File: config.mk
export PLATFORM = sky130hd
export DESIGN_NAME = iserdes_e2_flat
export DESIGN_NICKNAME = d
export VERILOG_FILES = /design/src/rtl/iserdes_e2_if.sv /design/src/rtl/iserdes_e2.sv /design/src/flat_wrapper.sv
export SDC_FILE = /design/constraint.sdc
export NUM_CORES = 1
export LEC_CHECK = 0
export BUFFER_PORTS_ARGS = -buffer_cell sky130_fd_sc_hd__buf_2
export CAP_MARGIN = 20
export CORE_MARGIN = 5
export CORE_UTILIZATION = 50
export CTS_BUF_LIST = sky130_fd_sc_hd__clkbuf_8
export CTS_CLUSTER_DIAMETER = 120
export DETAILED_ROUTE_END_ITERATION = 10
export PLACE_DENSITY = 0.72
export SYNTH_ARGS = -nofsm -noshare
export SYNTH_HDL_FRONTEND = slang
export SYNTH_SLANG_ARGS = --single-unit
File: constraint.sdc
create_clock -name CLK -period 3.1 [get_ports CLK]
set_input_delay 0.93 -clock CLK [delete_from_list [all_inputs] [get_ports CLK]]
set_output_delay 0.93 -clock CLK [all_outputs]
set_load 0.02 [all_outputs]
File: src/rtl/iserdes_e2_if.sv
// rtl/iserdes_e2_if.sv - serial input, enables, bitslip and parallel word bundle for iserdes_e2
interface iserdes_e2_if;
    logic D;
    logic DDLY;
    logic CE1;
    logic CE2;
    logic BITSLIP;
    logic O;
    logic Q1;
    logic Q2;
    logic Q3;
    logic Q4;
    logic Q5;
    logic Q6;
    logic Q7;
    logic Q8;

    // Pad/alignment side: drives the serial stream and controls, watches the words.
    modport master (
        output D, DDLY, CE1, CE2, BITSLIP,
        input  O, Q1, Q2, Q3, Q4, Q5, Q6, Q7, Q8
    );

    // Deserializer side.
    modport slave (
        input  D, DDLY, CE1, CE2, BITSLIP,
        output O, Q1, Q2, Q3, Q4, Q5, Q6, Q7, Q8
    );
endinterface

File: src/rtl/iserdes_e2.sv
// rtl/iserdes_e2.sv - SDR/DDR input deserializer with bitslip word alignment
module iserdes_e2 #(
    parameter     DATA_RATE      = "DDR",
    parameter int DATA_WIDTH     = 8,
    parameter     INTERFACE_TYPE = "NETWORKING"
) (
    input logic         CLK,
    input logic         RST,
    iserdes_e2_if.slave io
);
    // Bits captured per rising edge, rising edges per word, shift register width.
    localparam int         B    = (DATA_RATE == "SDR") ? 1 : 2;
    localparam int         K    = DATA_WIDTH / B;
    localparam int         SW   = DATA_WIDTH + B;
    localparam logic [3:0] LAST = 4'(K - 1);

    logic                  ce;
    logic                  fall_q;
    logic [SW-1:0]         shift_q;
    logic [SW-1:0]         shift_d;
    logic [3:0]            cnt_q;
    logic [3:0]            cnt_d;
    logic                  off_q;
    logic                  off_d;
    logic                  stall_q;
    logic                  stall_d;
    logic [DATA_WIDTH-1:0] q_q;
    logic [DATA_WIDTH-1:0] q_d;
    logic [DATA_WIDTH-1:0] window;
    logic                  boundary;
    logic [7:0]            q_ext;
    logic                  unused_sink;

    assign io.O = io.D;
    assign ce   = io.CE1 & io.CE2;

    // DDLY, the interface type and the shift register's spare upper bits carry no logic.
    assign unused_sink = &{1'b0, io.DDLY, fall_q, shift_q, (INTERFACE_TYPE == "NETWORKING")};

    // Falling-edge sample of D: the older of the two bits in a DDR cycle.
    always_ff @(negedge CLK or posedge RST) begin
        if (RST) begin
            fall_q <= 1'b0;
        end else begin
            fall_q <= io.D;
        end
    end

    // Newest bit lands in bit 0; in DDR the falling-edge sample goes in just above it.
    always_comb begin
        shift_d = shift_q;
        if (B == 2) begin
            shift_d = {shift_q[SW-3:0], fall_q, io.D};
        end else begin
            shift_d = {shift_q[SW-2:0], io.D};
        end
    end

    // With the offset bit set the word ends one bit before the newest captured bit.
    assign window   = off_q ? shift_d[DATA_WIDTH:1] : shift_d[DATA_WIDTH-1:0];
    assign boundary = (cnt_q == LAST) && !stall_q;

    // Word counter, slip bookkeeping and output load.
    // A DDR slip that sets the offset bit also stalls the counter one cycle: the boundary
    // moves two bits later and the window one bit earlier, netting one bit later. The next
    // slip clears the offset bit (window one bit later) without a stall. After DATA_WIDTH
    // slips the boundary has moved exactly one word. In SDR every slip is one stall.
    always_comb begin
        cnt_d   = cnt_q;
        off_d   = off_q;
        stall_d = 1'b0;
        q_d     = q_q;
        if (stall_q) begin
            cnt_d = cnt_q;
        end else if (boundary) begin
            cnt_d = 4'd0;
            q_d   = window;
            if (io.BITSLIP) begin
                if ((B == 1) || !off_q) begin
                    stall_d = 1'b1;
                end
                if (B == 2) begin
                    off_d = ~off_q;
                end
            end
        end else begin
            cnt_d = cnt_q + 4'd1;
        end
    end

    // Rising-edge state; everything holds while either clock enable is low.
    always_ff @(posedge CLK or posedge RST) begin
        if (RST) begin
            shift_q <= '0;
            cnt_q   <= 4'd0;
            off_q   <= 1'b0;
            stall_q <= 1'b0;
            q_q     <= '0;
        end else if (ce) begin
            shift_q <= shift_d;
            cnt_q   <= cnt_d;
            off_q   <= off_d;
            stall_q <= stall_d;
            q_q     <= q_d;
        end
    end

    // Outputs above DATA_WIDTH read as zero.
    always_comb begin
        q_ext                 = 8'd0;
        q_ext[DATA_WIDTH-1:0] = q_q;
    end

    assign io.Q1 = q_ext[0];
    assign io.Q2 = q_ext[1];
    assign io.Q3 = q_ext[2];
    assign io.Q4 = q_ext[3];
    assign io.Q5 = q_ext[4];
    assign io.Q6 = q_ext[5];
    assign io.Q7 = q_ext[6];
    assign io.Q8 = q_ext[7];
endmodule

File: src/flat_wrapper.sv
// flat-port wrapper written by rule: the top's interface ports become plain ports
module iserdes_e2_flat 
#(
    parameter     DATA_RATE      = "   ",
    parameter int DATA_WIDTH     = 8,
    parameter     INTERFACE_TYPE = "          "
)
  (CLK, RST, io_D, io_DDLY, io_CE1, io_CE2, io_BITSLIP, io_O, io_Q1, io_Q2, io_Q3, io_Q4, io_Q5, io_Q6, io_Q7, io_Q8);
  iserdes_e2_if io_i ();
  input logic CLK;
  input logic RST;
  input wire logic [$bits(io_i.D)-1:0] io_D;
  input wire logic [$bits(io_i.DDLY)-1:0] io_DDLY;
  input wire logic [$bits(io_i.CE1)-1:0] io_CE1;
  input wire logic [$bits(io_i.CE2)-1:0] io_CE2;
  input wire logic [$bits(io_i.BITSLIP)-1:0] io_BITSLIP;
  output wire logic [$bits(io_i.O)-1:0] io_O;
  output wire logic [$bits(io_i.Q1)-1:0] io_Q1;
  output wire logic [$bits(io_i.Q2)-1:0] io_Q2;
  output wire logic [$bits(io_i.Q3)-1:0] io_Q3;
  output wire logic [$bits(io_i.Q4)-1:0] io_Q4;
  output wire logic [$bits(io_i.Q5)-1:0] io_Q5;
  output wire logic [$bits(io_i.Q6)-1:0] io_Q6;
  output wire logic [$bits(io_i.Q7)-1:0] io_Q7;
  output wire logic [$bits(io_i.Q8)-1:0] io_Q8;
  assign io_i.D = io_D;
  assign io_i.DDLY = io_DDLY;
  assign io_i.CE1 = io_CE1;
  assign io_i.CE2 = io_CE2;
  assign io_i.BITSLIP = io_BITSLIP;
  assign io_O = io_i.O;
  assign io_Q1 = io_i.Q1;
  assign io_Q2 = io_i.Q2;
  assign io_Q3 = io_i.Q3;
  assign io_Q4 = io_i.Q4;
  assign io_Q5 = io_i.Q5;
  assign io_Q6 = io_i.Q6;
  assign io_Q7 = io_i.Q7;
  assign io_Q8 = io_i.Q8;
  iserdes_e2 #(.DATA_RATE(DATA_RATE), .DATA_WIDTH(DATA_WIDTH), .INTERFACE_TYPE(INTERFACE_TYPE)) u_core (.CLK(CLK), .RST(RST), .io(io_i));
endmodule
==> impl_metrics.yaml, run 1 <==
cts:
  clk_latency_ns: 0.27
  post_cts_buffers: 0
  cts_sinks: 22
  cts_buffer_depth: 2
  numCtsBuffers: 3
  cts.reportedPaths.clkPinSlew_ns: 0.08
  cts_tree: "built"
  hold_buffers: 0
  ctsResizeCount: 0
  cts_max_level: 1
  ctsRootBufferMaster: "clkbuf_8"
setup_path:
  critical-path-top-delay-family: "multiplexers"
  cp.required_ns: 3.24
  cp.buffers_inverters: 0
  cp_common_cell: "mux2_2"
  cp_max_fo: 3
  crit_chain: "mux2_2, mux2_2"
  critPathArrivalTime_ns: 2.68
  endpoint_kind: "flop"
  cp-start-kind: "flop"
  worst_path_largest_cell_delay_ns: 0.35
  worstSetupPathType: "reg -> reg"
  slowest_stage: "dfrtn_1"
global_routing:
  grt_max_degree: 22
  groute.usage.overall: 0.1265
  grt_pass1_wl_um: 2615
  grt_pass1_vias: 569
  overflow: 0
  antenna_found_initial: 0
pwr:
  power_density_mw_per_mm2: 878.6
  p_sw_frac: 0.3118
  p_leak_uw: 0.0005288
  p_sw_uw: 307.8
  seq_power_share: 0.465
  p_clk_frac: 0.201
  peakVddDrop_mv: 0.4468
  finalPower_uw: 987.1
  p_int_uw: 679.3
  power_frac_comb: 0.334
final_layout:
  syn2layout_area_growth_pct: 14.54
  fillers: 178
  multi_input_area_um2: 402.9
  ff_latch_area_um2: 550.5
  fin_nets: 92
  drive_above_1_share: 0.5663
  antenna_cells: 0
drt:
  vias: 552
  avgRoutedWirePerCell_um: 12.87
  drt_wl_total_um: 1416
  dr.pass1.iters: 1
  drc_errors: 0
  avgViaCountPerCell: 5.018
  ant_nets: 0
  drt-initial-drc-count: 0
timing:
  worst_pin_slew_ns: 0.3908
  rsz0062_at_grt: "false"
  fin_ws_ns: 0.5642
  hold_viol: 0
  drv_slew: 0
  max-slew-margin-rel: 0.7395
  fin_worst_skew_ns: 0.01478
  setup_viol: 0
  fin_setup_tns_ns: 0
synthesis:
  yosysWarnings: 0
  avgSynthCellArea_um2: 14.64
  yosysUniqueCellTypes: 19
  ys_ff_latch: 22
  synth-seq-area-share: 0.5612
  syn_area_um2: 980.9
  synthCells: 67
  syn_nets: 75
place:
  dp_slack_ns: 0.3440
  io_buffers: 14
  dp_hpwl_um: 1039
  place_congestion: 0.7057
outcome:
  status: "complete, no violations"
run:
  cap_violations: 0
die:
  io_pins: 16
  dieWidth_um: 54.30
  core_mm2: 0.001922
  dieArea_mm2: 0.002948
  std_cell_rows: 16
  initial_core_util: 0.5104
  die_h_um: 54.30
hold_path:
  min_path_type: "reg -> reg"
[stage by stage]
step / instances / cell area (µm²) / utilization / hold slack (ns)
after floorplan: 67 / 980.9 / - / 0.4726
after global routing: 110 / 1124 / 0.5846 / 0.5247
final: 110 / 1124 / 0.5846 / 0.5025
after global placement: 106 / 1069 / 0.5560 / 0.4823
after detailed placement: 106 / 1069 / 0.5560 / 0.4876
after CTS: 110 / 1124 / 0.5846 / 0.5068
[cells in the final DEF (no fill, tap or decap), drive strengths merged]
| master | Yosys | routed |
|---|---|---|
| and3b | 1 | 1 |
| buf | 3 | 15 |
| clkbuf | 0 | 4 |
| dfrtn | 1 | 1 |
| dfrtp | 21 | 21 |
| ha | 1 | 1 |
| inv | 1 | 1 |
| mux2 | 25 | 25 |
| nand2 | 5 | 5 |
| nand3 | 1 | 1 |
| nand4 | 1 | 1 |
| nor2b | 1 | 1 |
| nor3b | 1 | 1 |
| o21ai | 2 | 2 |
| or4 | 1 | 1 |
| xnor2 | 2 | 2 |
[final cells by class]
cell class | instances | share of cell area
clock buffers | 4 | 0.04900
inverters | 1 | 0.003341
multi-input cells | 41 | 0.3586
flip-flops and latches | 22 | 0.4900
well taps | 27 | 0.03007
repair buffers | 15 | 0.06904
[worst paths after layout]
check | from | to | slack [ns] | cells after the start
max | u_core.fall_q | u_core.q_ext[0] | 0.56 | 2
min | u_core.q_ext[3] | u_core.q_ext[3] | 0.50 | 1
max reg2reg | u_core.fall_q | u_core.q_ext[0] | 0.56 | 2
min reg2reg | u_core.q_ext[3] | u_core.q_ext[3] | 0.50 | 1
max in group asynchronous | RST | u_core.fall_q | 1.03 | 2
min in group asynchronous | RST | u_core.shift_q[4] | 0.73 | 3
[power groups by stage]
stage / Combinational (µW) / Sequential (µW) / Clock [µW]
6_report: 330 / 459 / 199
2_1_floorplan: 215 / 500 / 0
4_1_cts: 338 / 462 / 209
5_1_grt: 369 / 476 / 222
3_5_place_dp: 337 / 467 / 0
3_3_place_gp: 329 / 463 / 0
[registers in the layout (all words and copies together) (netlist names)]
signal / cells
u_core.q_ext: 8
u_core.shift_q: 7
u_core.off_q: 1
u_core.fall_q: 1
u_core.cnt_q: 4
u_core.stall_q: 1
[per-layer routing]
| metal | up-vias | wire [µm] | GRT usage |
|---|---|---|---|
| li1 | 269 | - | - |
| met1 | 270 | 608 | 0.1588 |
| met2 | 11 | 711 | 0.2052 |
| met3 | 2 | 82 | 0.02725 |
| met4 | 0 | 13 | 0.06224 |
| met5 | - | 0 | 0 |
[cell families (layout without fill, tap and decap cells)]
family	after synthesis	in the layout	share of synthesized area
compound gates	2	2	0.01020
flops	22	22	0.5612
simple gates	11	11	0.08292
buf+inv	4	20	0.02805
xor+xnor	2	2	0.01786
fa+ha+maj	1	1	0.01275
mux	25	25	0.2870
[synth_stat cells]
cell     instances  area [µm²]
nand4_1          1       6.260
nor2b_1          1       6.260
nand3_1          1       5.000
inv_1            1       3.750
xnor2_1          2       17.52
ha_1             1       12.51
buf_4            1       7.510
buf_2            1       5.000
nand2_4          1       11.26
buf_6            1       11.26
and3b_1          1       8.760
dfrtp_1         21       525.5
nand2_2          1       6.260
dfrtn_1          1       25.02
or4_1            1       7.510
o21ai_0          2       10.01
mux2_2          25       281.5
nor3b_4          1       18.77
nand2_1          3       11.26
Note: power is estimated with default switching activity, not from simulation.
==> run 2, diff against run 1 <==
--- a/config.mk
+++ b/config.mk
@@ -12,7 +12,7 @@
 export CTS_BUF_LIST = sky130_fd_sc_hd__clkbuf_8
 export CTS_CLUSTER_DIAMETER = 120
 export DETAILED_ROUTE_END_ITERATION = 10
-export PLACE_DENSITY = 0.72
+export PLACE_DENSITY = 0.75
 export SYNTH_ARGS = -nofsm -noshare
 export SYNTH_HDL_FRONTEND = slang
 export SYNTH_SLANG_ARGS = --single-unit
==> constraint.sdc (replaced) <==
create_clock -name CLK -period 2.08 [get_ports CLK]
set_input_delay 0.624 -clock CLK [delete_from_list [all_inputs] [get_ports CLK]]
set_output_delay 0.624 -clock CLK [all_outputs]
set_load 0.02 [all_outputs]
==> run 2 against run 1 <==
  * Clock power grew 48%
  * First-iteration DRC count grew 1
  * Combinational power grew 50%
  * Total power grew 50%
  * Clock-buffer cell count is the same
  * Via count grew 1.6%
  * Cell area grew 0.33%
  * Highest routed layer unchanged
==> impl_metrics.yaml, run 2 (synthesis gave the netlist of run 1 again) <==
outcome:
  status: "complete, no violations"
cts:
  ctsRootBufferMaster: "clkbuf_8"
  clk_latency_ns: 0.27
  cts_max_level: 1
  hold_buffers: 0
  cts_tree: "built"
  cts.reportedPaths.clkPinSlew_ns: 0.07
  numCtsBuffers: 3
  cts_sinks: 22
  cts_buffer_depth: 2
global_routing:
  antenna_found_initial: 0
  groute.usage.overall: 0.1249
  grt_max_degree: 22
  grt_pass1_vias: 602
  grt_pass1_wl_um: 2587
  overflow: 0
timing:
  hold_viol: 0
  rsz0062_at_grt: "false"
  fin_worst_skew_ns: 0.01397
  setup_viol: 0
  max-slew-margin-rel: 0.7247
  worst_pin_slew_ns: 0.4129
  fin_ws_ns: 0.02960
  drv_slew: 0
  fin_setup_tns_ns: 0
setup_path:
  cp.required_ns: 2.23
  worstSetupPathType: "reg -> reg"
  cp_max_fo: 3
  crit_chain: "mux2_2, mux2_2"
  cp_common_cell: "mux2_2"
  critPathArrivalTime_ns: 2.20
  endpoint_kind: "flop"
  slowest_stage: "dfrtn_1"
  cp-start-kind: "flop"
  worst_path_largest_cell_delay_ns: 0.37
die:
  die_h_um: 54.30
  std_cell_rows: 16
  io_pins: 16
  core_mm2: 0.001922
  dieArea_mm2: 0.002948
  initial_core_util: 0.5104
  dieWidth_um: 54.30
drt:
  vias: 561
  avgViaCountPerCell: 5.100
  drc_errors: 0
  drt_wl_total_um: 1403
  drt-initial-drc-count: 1
  ant_nets: 0
  avgRoutedWirePerCell_um: 12.75
  dr.pass1.iters: 2
final_layout:
  syn2layout_area_growth_pct: 14.92
  fin_nets: 92
  antenna_cells: 0
  final_common_cell: "mux2_2"
  largest_reg_flops: 8
  final_cell_mix: "mux2_2, dfrtp_1, buf_2"
  drive_above_1_share: 0.5663
pwr:
  power_density_mw_per_mm2: 1311
  peakVddDrop_mv: 0.7339
  p_leak_uw: 0.0005329
place:
  place_congestion: 0.7248
  dp_hpwl_um: 1040
  dp_slack_ns: 0.05087
  io_buffers: 14
run:
  cap_violations: 0
hold_path:
  min_path_type: "in -> async"
[run 2: timing repair]
item | 4_1_cts | 5_1_grt
gates resized for setup | 0 | 1
setup buffers | 0 | 0
endpoints found under the setup margin | 0 | 1
[run 2: area by class of cell]
cell class	instances	area, µm²
multi-input combinational	41	406.6
fill	170	794.5
inverter	1	3.754
sequential	22	550.5
clock buffer	4	55.05
tap	27	33.78
timing repair buffer	15	77.57
[run 2: per-layer routing]
layer  GRT usage  vias to the layer above  share of wire
li1            -                      269              -
met1      0.1649                      273           0.48
met2      0.1853                       16           0.46
met3     0.04087                        3          0.048
met4     0.05809                        0          0.015
met5           0                        -              0
[run 2: critical path: cells and delay by family, from the launching register on]
family | cells | cell delay [ns]
mux | 2 | 0.52
flops | 1 | 0.37
[run 2: path summary, 6_finish.rpt]
kind                       depth (start not counted)  slack, ns             from              end
max in group asynchronous                          2       0.83              RST    u_core.fall_q
min in group CLK                                   1       0.51  u_core.q_ext[6]  u_core.q_ext[6]
min                                                3       0.42              RST  u_core.q_ext[0]
min reg2reg                                        1       0.51  u_core.q_ext[6]  u_core.q_ext[6]
max                                                2       0.03    u_core.fall_q  u_core.q_ext[1]
max reg2reg                                        2       0.03    u_core.fall_q  u_core.q_ext[1]
[run 2: power by group]
group	internal (µW)	total (µW)	switching, µW
Combinational	274	494	220
Clock	168	294	126
Sequential	574	689	115
Total	1020	1480	461
[run 2: metrics by stage]
| step | cell area (µm²) | hold slack, ns | util | instances | total power (µW) |
|---|---|---|---|---|---|
| final | 1127 | 0.4157 | 0.5866 | 110 | 1478 |
| after global routing | 1127 | 0.4525 | 0.5866 | 110 | 1594 |
| after CTS | 1124 | 0.4198 | 0.5846 | 110 | 1498 |
| after detailed placement | 1069 | 0.4886 | 0.5560 | 106 | 1197 |
| after global placement | 1069 | 0.4809 | 0.5560 | 106 | 1181 |
| after floorplan | 980.9 | 0.4726 | - | 67 | 1066 |
==> run 3, diff against run 2 <==
--- a/config.mk
+++ b/config.mk
@@ -8,11 +8,10 @@
 export BUFFER_PORTS_ARGS = -buffer_cell sky130_fd_sc_hd__buf_2
 export CAP_MARGIN = 20
 export CORE_MARGIN = 5
-export CORE_UTILIZATION = 50
+export CORE_UTILIZATION = 35
 export CTS_BUF_LIST = sky130_fd_sc_hd__clkbuf_8
 export CTS_CLUSTER_DIAMETER = 120
 export DETAILED_ROUTE_END_ITERATION = 10
-export PLACE_DENSITY = 0.75
 export SYNTH_ARGS = -nofsm -noshare
 export SYNTH_HDL_FRONTEND = slang
 export SYNTH_SLANG_ARGS = --single-unit
==> run 3 against run 2 <==
  * Sequential power about the same
  * Non-clock buffer count unchanged
  * Clock power increased by 32%
  * Routed wire length increased by 5.7%
  * Critical path depth unchanged
  * Highest routed layer unchanged
  * Largest cell class unchanged
  * First-iteration DRC count increased by 100%
  * Critical path type unchanged
  * Global-route usage decreased by 3.8 points
  * Total power increased by 5.9%
  * Critical endpoint is now u_core.q_ext[0]
==> impl_metrics.yaml, run 3 (synthesis gave the netlist of run 1 again) <==
outcome:
  status: "complete, no violations"
final_layout:
  drive_above_1_share: 0.5663
  largest_reg_flops: 8
  syn2layout_area_growth_pct: 16.71
  fin_nets: 92
  antenna_cells: 0
  final_cell_mix: "mux2_2, dfrtp_1, buf_2"
  fin_cells: 114
  final_common_cell: "mux2_2"
  final_cell_area_mm2: 0.001145
setup_path:
  cp_max_fo: 3
  cp.required_ns: 2.23
  slowest_stage: "dfrtn_1"
  critPathArrivalTime_ns: 2.17
  cp_common_cell: "mux2_2"
  worst_path_largest_cell_delay_ns: 0.35
  worstSetupPathType: "reg -> reg"
  endpoint_kind: "flop"
  cp-start-kind: "flop"
  crit_chain: "mux2_2, mux2_2"
global_routing:
  grt_pass1_wl_um: 2760
  groute.usage.overall: 0.08689
  grt_pass1_vias: 618
  overflow: 0
  grt_max_degree: 22
  antenna_found_initial: 0
timing:
  drv_slew: 0
  setup_viol: 0
  whs_ns: 0.4234
  max-slew-margin-rel: 0.7355
  rsz0062_at_grt: "false"
  fin_setup_tns_ns: 0
  hold_viol: 0
  worst_pin_slew_ns: 0.3967
  fin_worst_skew_ns: 0.01396
  fin_ws_ns: 0.05184
drt:
  top_layer_used: "met4"
  avgRoutedWirePerCell_um: 13.01
  route.met3.wl_um: 55
  met2_length_um: 705
  dr.pass1.iters: 2
  drt-initial-drc-count: 2
  ant_nets: 0
  vias: 554
  drt-met1-wl_um: 712
  drc_errors: 0
  drt_wl_total_um: 1483
  avgViaCountPerCell: 4.860
place:
  dp_hpwl_um: 1066
  place_congestion: 0.6721
  dp_cells: 110
  dp_slack_ns: 0.06080
  dpl_cell_area_mm2: 0.001074
  io_buffers: 14
cts:
  cts_max_level: 1
  ctsRootBufferMaster: "clkbuf_8"
  cts_sinks: 22
  post_cts_buffers: 0
  cts_tree: "built"
  cts_buffer_depth: 2
  cts.reportedPaths.clkPinSlew_ns: 0.08
  hold_buffers: 0
  numCtsBuffers: 3
  clk_latency_ns: 0.27
  ctsResizeCount: 0
pwr:
  peakVddDrop_mv: 0.7537
  p_leak_uw: 0.0005358
  power_density_mw_per_mm2: 1367
die:
  die_h_um: 62.94
  dieWidth_um: 62.94
  initial_core_util: 0.3620
  dieArea_mm2: 0.003961
  core_mm2: 0.002710
  std_cell_rows: 19
  io_pins: 16
hold_path:
  min_path_type: "in -> async"
run:
  cap_violations: 0
## run 3: path summary, 6_finish.rpt
check                                 from  slack (ns)               to  cells after the start
setup / recovery             u_core.fall_q        0.05  u_core.q_ext[0]                      2
hold / removal                         RST        0.42  u_core.q_ext[2]                      3
setup reg to reg             u_core.fall_q        0.05  u_core.q_ext[0]                      2
hold reg to reg            u_core.q_ext[7]        0.50  u_core.q_ext[7]                      1
max in group asynchronous              RST        0.83    u_core.fall_q                      2
min in group CLK           u_core.q_ext[7]        0.50  u_core.q_ext[7]                      1
## run 3: cell type report
class / count / area (µm²)
clock buffer: 3 / 41.29
clock inverter: 1 / 30.03
fill: 274 / 1565
inverter: 1 / 3.754
multi-input combinational: 41 / 402.9
sequential: 22 / 550.5
tap: 31 / 38.79
timing repair buffer: 15 / 77.57
## run 3: power by group
| part | internal (µW) | total [µW] | switching, µW |
|---|---|---|---|
| sequential | 573 | 686 | 112 |
| combinational | 270 | 490 | 220 |
| clock | 257 | 389 | 133 |
| total | 1100 | 1570 | 465 |
## run 3: metal layers
metal,track usage,vias to the layer above
met5,0,-
met4,0.04775,0
met2,0.1308,9
li1,-,271
met3,0.01978,2
met1,0.1141,272
## run 3: critical path, delay by kind of cell, from the launching register on
| kind | cells | cell delay (ns) |
|---|---|---|
| muxes | 2 | 0.51 |
| DFF | 1 | 0.35 |
## run 3: per-stage QoR
step	power (µW)	util
after floorplan	1066	-
after global placement	1184	0.3961
after detailed placement	1197	0.3961
after CTS	1594	0.4224
after global routing	1678	0.4224
final	1565	0.4224
